<file path="config.mk">
export PLATFORM = sky130hd
export DESIGN_NAME = dcache_ctrl
export DESIGN_NICKNAME = d
export VERILOG_FILES = /design/src/rtl/dcache_ctrl.sv
export SDC_FILE = /design/constraint.sdc
export NUM_CORES = 2
export LEC_CHECK = 0
export CORE_ASPECT_RATIO = 0.8
export CORE_MARGIN = 5
export CORE_UTILIZATION = 45
export DETAILED_ROUTE_END_ITERATION = 12
export SETUP_SLACK_MARGIN = 0.5
export SYNTH_ARGS = -nofsm -noshare
export SYNTH_HDL_FRONTEND = slang
export SYNTH_SLANG_ARGS = --single-unit
</file>
<file path="constraint.sdc">
create_clock -name clk -period 5 [get_ports clk]
set_input_delay 1.25 -clock clk [delete_from_list [all_inputs] [get_ports clk]]
set_output_delay 1.25 -clock clk [all_outputs]
set_load 0.01 [all_outputs]
</file>
<file path="src/rtl/dcache_ctrl.sv">
// Direct-mapped, write-back, write-allocate data cache between the MEM stage and a word-wide memory.
// Misses and flushes move whole lines as WORDS-beat req/ack bursts while the core is stalled.
module dcache_ctrl #(
  parameter int unsigned ADDR_W = 16,
  parameter int unsigned DATA_W = 32,
  parameter int unsigned LINES  = 16,
  parameter int unsigned WORDS  = 4
) (
  input  logic                  clk,
  input  logic                  rst,
  input  logic                  cpu_req,
  input  logic [DATA_W/8-1:0]   cpu_we,
  input  logic [ADDR_W-1:0]     cpu_addr,
  input  logic [DATA_W-1:0]     cpu_wdata,
  output logic [DATA_W-1:0]     cpu_rdata,
  output logic                  cpu_stall,
  input  logic                  flush_req,
  output logic                  flush_done,
  output logic                  mem_req,
  output logic                  mem_we,
  output logic [ADDR_W-1:0]     mem_addr,
  output logic [DATA_W-1:0]     mem_wdata,
  input  logic [DATA_W-1:0]     mem_rdata,
  input  logic                  mem_ack
);

  localparam int unsigned BYTES  = DATA_W / 8;
  localparam int unsigned OFF_W  = $clog2(BYTES);
  localparam int unsigned WSEL_W = $clog2(WORDS);
  localparam int unsigned IDX_W  = $clog2(LINES);
  localparam int unsigned TAG_W  = ADDR_W - OFF_W - WSEL_W - IDX_W;

  localparam logic [OFF_W-1:0]  OFF_ZERO  = '0;
  localparam logic [WSEL_W-1:0] BEAT_LAST = WSEL_W'(WORDS - 1);
  localparam logic [IDX_W-1:0]  LINE_LAST = IDX_W'(LINES - 1);

  typedef enum logic [2:0] {IDLE, WB, REFILL, FLUSH_SCAN, FLUSH_WB} state_t;
  state_t state, state_nx;

  logic [LINES-1:0]  valid;
  logic [LINES-1:0]  dirty;
  logic [TAG_W-1:0]  tag_arr  [LINES];
  logic [DATA_W-1:0] data_arr [LINES*WORDS];

  logic [WSEL_W-1:0] beat;
  logic [IDX_W-1:0]  line_ptr;

  logic [TAG_W-1:0]  cpu_tag;
  logic [IDX_W-1:0]  cpu_idx;
  logic [WSEL_W-1:0] cpu_wsel;
  logic              unused_off;

  assign cpu_tag    = cpu_addr[ADDR_W-1 -: TAG_W];
  assign cpu_idx    = cpu_addr[OFF_W+WSEL_W +: IDX_W];
  assign cpu_wsel   = cpu_addr[OFF_W +: WSEL_W];
  assign unused_off = ^cpu_addr[OFF_W-1:0];

  logic             hit;
  logic             load_hit;
  logic             store_hit;
  logic             in_burst;
  logic             beat_ack;
  logic             last_ack;
  logic [IDX_W-1:0] wb_idx;

  assign hit       = cpu_req && valid[cpu_idx] && (tag_arr[cpu_idx] == cpu_tag);
  assign load_hit  = (state == IDLE) && hit && (cpu_we == '0);
  assign store_hit = (state == IDLE) && hit && (cpu_we != '0);
  // Derived from state rather than mem_req so the next-state logic has no loop through its own output
  assign in_burst  = (state == WB) || (state == REFILL) || (state == FLUSH_WB);
  assign beat_ack  = in_burst && mem_ack;
  assign last_ack  = beat_ack && (beat == BEAT_LAST);
  assign wb_idx    = (state == FLUSH_WB) ? line_ptr : cpu_idx;

  always_ff @(posedge clk or negedge rst) begin
    if (!rst) state <= IDLE;
    else      state <= state_nx;
  end

  always_comb begin
    state_nx  = state;
    cpu_stall = 1'b0;
    mem_req   = 1'b0;
    mem_we    = 1'b0;
    mem_addr  = '0;
    mem_wdata = '0;
    case (state)
      IDLE: begin
        cpu_stall = cpu_req && !hit;
        if (cpu_req && !hit)
          state_nx = (valid[cpu_idx] && dirty[cpu_idx]) ? WB : REFILL;
        else if (!cpu_req && flush_req)
          state_nx = FLUSH_SCAN;
      end
      WB, FLUSH_WB: begin
        cpu_stall = cpu_req;
        mem_req   = 1'b1;
        mem_we    = 1'b1;
        mem_addr  = {tag_arr[wb_idx], wb_idx, beat, OFF_ZERO};
        mem_wdata = data_arr[{wb_idx, beat}];
        if (last_ack) begin
          if (state == WB)              state_nx = REFILL;
          else if (line_ptr == LINE_LAST) state_nx = IDLE;
          else                          state_nx = FLUSH_SCAN;
        end
      end
      REFILL: begin
        cpu_stall = cpu_req;
        mem_req   = 1'b1;
        mem_addr  = {cpu_tag, cpu_idx, beat, OFF_ZERO};
        if (last_ack) state_nx = IDLE;
      end
      FLUSH_SCAN: begin
        cpu_stall = cpu_req;
        if (valid[line_ptr] && dirty[line_ptr]) state_nx = FLUSH_WB;
        else if (line_ptr == LINE_LAST)         state_nx = IDLE;
      end
      default: state_nx = IDLE;
    endcase
  end

  always_ff @(posedge clk or negedge rst) begin
    if (!rst) begin
      beat       <= '0;
      line_ptr   <= '0;
      valid      <= '0;
      dirty      <= '0;
      cpu_rdata  <= '0;
      flush_done <= 1'b0;
    end else begin
      flush_done <= 1'b0;
      if (beat_ack) beat <= beat + WSEL_W'(1);
      if (load_hit) cpu_rdata <= data_arr[{cpu_idx, cpu_wsel}];
      if (store_hit) dirty[cpu_idx] <= 1'b1;
      case (state)
        IDLE: line_ptr <= '0;
        WB: if (last_ack) dirty[cpu_idx] <= 1'b0;
        REFILL: if (last_ack) begin
          valid[cpu_idx] <= 1'b1;
          dirty[cpu_idx] <= 1'b0;
        end
        FLUSH_SCAN: if (!(valid[line_ptr] && dirty[line_ptr])) begin
          if (line_ptr == LINE_LAST) flush_done <= 1'b1;
          else                       line_ptr   <= line_ptr + IDX_W'(1);
        end
        FLUSH_WB: if (last_ack) begin
          dirty[line_ptr] <= 1'b0;
          if (line_ptr == LINE_LAST) flush_done <= 1'b1;
          else                       line_ptr   <= line_ptr + IDX_W'(1);
        end
        default: ;
      endcase
    end
  end

  // Line storage carries no reset: valid bits alone decide whether contents are meaningful
  always_ff @(posedge clk) begin
    if (store_hit) begin
      for (int unsigned b = 0; b < BYTES; b++)
        if (cpu_we[b]) data_arr[{cpu_idx, cpu_wsel}][8*b +: 8] <= cpu_wdata[8*b +: 8];
    end
    if ((state == REFILL) && beat_ack) begin
      data_arr[{cpu_idx, beat}] <= mem_rdata;
      if (beat == BEAT_LAST) tag_arr[cpu_idx] <= cpu_tag;
    end
  end

endmodule

</file>
==> impl_metrics.toml <==
[detailed_routing]
vias = 67518
drt_iter0_drc = 9742
dr_wl_met2_mm = 169.2
drcViolationCount = 0
wl_met1_mm = 142.2
top_layer = "met5"
wire_per_inst_um = 37.09
dr.pass1.iters = 8
via_per_inst = 6.642
postRouteAntennaNets = 0
routed_wl_mm = 377.0
met3_length_mm = 49.89

[worst_setup_path]
crit_path_cell_trace = "nor3b_4, buf_6, buf_12, mux2_4, buf_8, buf_16, mux4_2, nand2_2, nand3_4, nand4_1, buf_4, o22ai_4, buf_6"
worst-r2r-setup-slack_ns = 1.21
start_kind = "flip-flop"
cp_common_cell = "buf_6"
reg2reg_from = "state[0]$_DFFE_PN0P_"
r2r_end = "data_arr[18][2]$_DFFE_PP_"
worstPathRequired_ns = 3.75
cp_max_fo = 5
crit_path_end_kind = "output port"
ff2ff_path_depth = 12
crit_slowest_cell = "dfrtp_2"
path_class = "reg2out"
crit_arrival_ns = 3.97
max_stage_delay_ns = 0.46

[cts]
clk_pin_slew_ns = 0.07
postCtsHoldBufs = 0
cts_buffer_depth = 4
h-tree-depth = 4
clock_latency_ns = 0.92
cts_buffers = 227
cts_tree = "built"
root_buffer = "clkbuf_16"
cts_sinks = 2250

[yosys]
synth_cell_types = 69
yosysTopAreaCell = "edfxtp_1"
synth_top_area_share_pct = 61.19
synth_edf_count = 2176
yosys_warnings = 0
yosysSeqAreaShare_pct = 62.92
ys_top_cells_by_area = "edfxtp_1, mux4_2, nand2_1"
synth-seq-cells = 2250
synth_cells = 5977
async_reset_ff_share_pct = 3.289
syn_area_um2 = 106800
ys.flop_type = "edfxtp_1"
syn_area_per_cell_um2 = 17.87

[layout]
multi_input_area_um2 = 39120
seq_area_um2 = 67200
fillCellCount = 18086
nets = 6919
area_delta_synth_final_pct = 22.13
drive_above_1_share_pct = 41.17

[sta]
finalCriticalPeriod_ns = 5.223
max_freq_mhz = 191.5
max_slew_margin_pct = 22.19
clock_skew_ns = 0.07649
min_period_over_period_pct = 104.5
setup_ws_ns = -0.2229
setup_violations = 27
worstMarginPinSlew_ns = 1.167
hold_violations = 0
fin_setup_tns_ns = -2.520
fin_hold_ws_ns = 0.4277
maxSlewViolCount = 0
rsz0062_at_grt = "yes"

[run]
max_cap_viol_count = 0

[pwr]
pwr-share-clk_pct = 32.5
seq_power_share_pct = 42.9
powerDensity_nw_per_um2 = 392.6
p_switching_mw = 14.59
p_int_mw = 36.61
cellLeakagePower_nw = 43.14
pwr-share-comb_pct = 24.7
ir_drop_uv = 331.8
netSwitchingFraction_pct = 28.49

[die]
die_w_um = 554.6
dieArea_um2 = 247200
core_um2 = 236800
ios = 173
die_y_um = 445.7
initial_core_util_pct = 45.09
row_count = 160

[grt]
grt_usage_pct = 29.75
grt-ovfl-total = 0
grt_pass1_vias = 65943
grt_max_degree = 161
grt_antenna_before_repair = 14
grt_pass1_wl_mm = 519.0

[placement]
dpl.hpwl_mm = 247.9
port_buffers = 168
gp_congestion = 0.9530

[run_status]
violations = "negative setup slack"
status = "finished, violations left"

[hold_path]
hp-class = "in2async"
## power groups by stage
| stage | clock (mW) | sequential [mW] | combinational [mW] |
|---|---|---|---|
| 5_1_grt | 17.6 | 21.9 | 13.3 |
| 2_1_floorplan | 0 | 22.2 | 7.00 |
| 3_3_place_gp | 0 | 22.3 | 11.4 |
| 4_1_cts | 16.8 | 21.9 | 12.2 |
| 3_5_place_dp | 0 | 22.3 | 11.5 |
| 6_report | 16.6 | 21.9 | 12.6 |
## flip-flops by register name, summed over array words and instances, names as in the netlist
| name | flops |
|---|---|
| beat | 2 |
| cpu_rdata | 32 |
| data_arr | 2048 |
| dirty | 16 |
| flush_done | 1 |
| line_ptr | 4 |
| state | 3 |
| tag_arr | 128 |
| valid | 16 |
## routing by layer
layer,vias to the layer above,GRT usage (%)
met2,4723,44.86
li1,26643,-
met5,-,0.2726
met1,35368,41.44
met3,769,9.235
met4,15,10.07
## cells in the mapped netlist (13+ instances only)
library cell / number
a211oi_1: 51
a21oi_1: 287
a22o_1: 18
a22oi_1: 13
a311oi_1: 26
and2_1: 14
and3_1: 72
buf_1: 79
buf_2: 82
clkbuf_1: 330
dfrtp_1: 74
edfxtp_1: 2176
inv_1: 38
mux2_2: 37
mux2_4: 15
mux2i_1: 119
mux4_2: 1158
nand2_1: 735
nand3_1: 223
nand4_1: 72
nor2_1: 42
nor2b_1: 13
nor3_1: 23
o21ai_0: 83
o22ai_1: 39
or2_2: 17
## stage by stage
stage | util [%] | cells | total power [mW] | instance area [um2] | setup WS, ns
floorplan | - | 5978 | 29.24 | 107300 | 0.5118
global placement | 50.21 | 9576 | 33.69 | 118900 | -0.3588
detailed placement | 50.21 | 9576 | 33.80 | 118900 | -0.4411
CTS | 54.38 | 10102 | 50.90 | 128800 | -0.2444
global route | 55.07 | 10162 | 52.75 | 130400 | -0.2787
finish | 55.07 | 10165 | 51.20 | 130400 | -0.2229
## area by class of cell
class	instances	share of cell area (%)
Antenna cell	3	0.005756
Clock buffer	281	4.630
Clock inverter	126	0.7637
Inverter	42	0.1257
Multi-Input combinational cell	3179	29.99
Sequential cell	2250	51.53
Tap cell	3159	3.031
Timing Repair Buffer	1125	9.922
## cells by family (layout without fill, tap and decap cells)
logic type / Yosys count / count (layout) / share of synthesized area (%)
DFF: 2250 / 2250 / 62.92
muxes: 1336 / 1338 / 26.28
and+or+nand+nor: 1243 / 1243 / 5.250
AOI/OAI and AO/OA: 584 / 584 / 3.289
buffers and inverters: 551 / 1574 / 2.135
xor gates and xnor gates: 7 / 7 / 0.05741
adders and majority gates: 5 / 5 / 0.05858
other: 1 / 5 / 0.003512
## worst max path at each step
stage | start | end | slack [ns]
after floorplan | cpu_addr[4] | mem_wdata[12] | 0.51
after global placement | cpu_addr[6] | mem_wdata[1] | -0.36
after detailed placement | cpu_addr[6] | mem_wdata[1] | -0.44
after CTS | state[0]$_DFFE_PN0P_ | mem_wdata[17] | -0.24
after global routing | state[1]$_DFFE_PN0P_ | mem_wdata[17] | -0.28
final | state[1]$_DFFE_PN0P_ | mem_wdata[17] | -0.22
## critical path: cells and delay by family (launching register included)
kind	cells	cell delay [ns]
AND/OR/NAND/NOR	4	0.66
multiplexers	2	0.67
buffers and inverters	6	1.05
AO/OA/AOI/OAI	1	0.24
flip-flops	1	0.46
## what timing repair did
action	4_1_cts	5_1_grt
resized for setup	528	193
cloned	20	18
pin swaps	138	147
endpoints found under the hold margin	0	0
setup endpoints to repair	46	41
buffers inserted	99	42
## cells in the final DEF, fill, tap and decap left out, types with 69 or more instances in the layout
master | Yosys | routed
a21oi_1 | 287 | 282
buf_12 | 0 | 211
buf_4 | 7 | 600
buf_6 | 11 | 114
clkbuf_16 | 0 | 247
clkdlybuf4s50_1 | 0 | 120
dfrtp_1 | 74 | 69
edfxtp_1 | 2176 | 2176
mux2i_1 | 119 | 111
mux4_2 | 1158 | 1162
nand2_1 | 735 | 645
nand2_2 | 0 | 88
nand3_1 | 223 | 122
nand3_2 | 0 | 71
nand4_1 | 72 | 72
o21ai_0 | 83 | 81
Note: power is estimated with default switching activity, not from simulation.
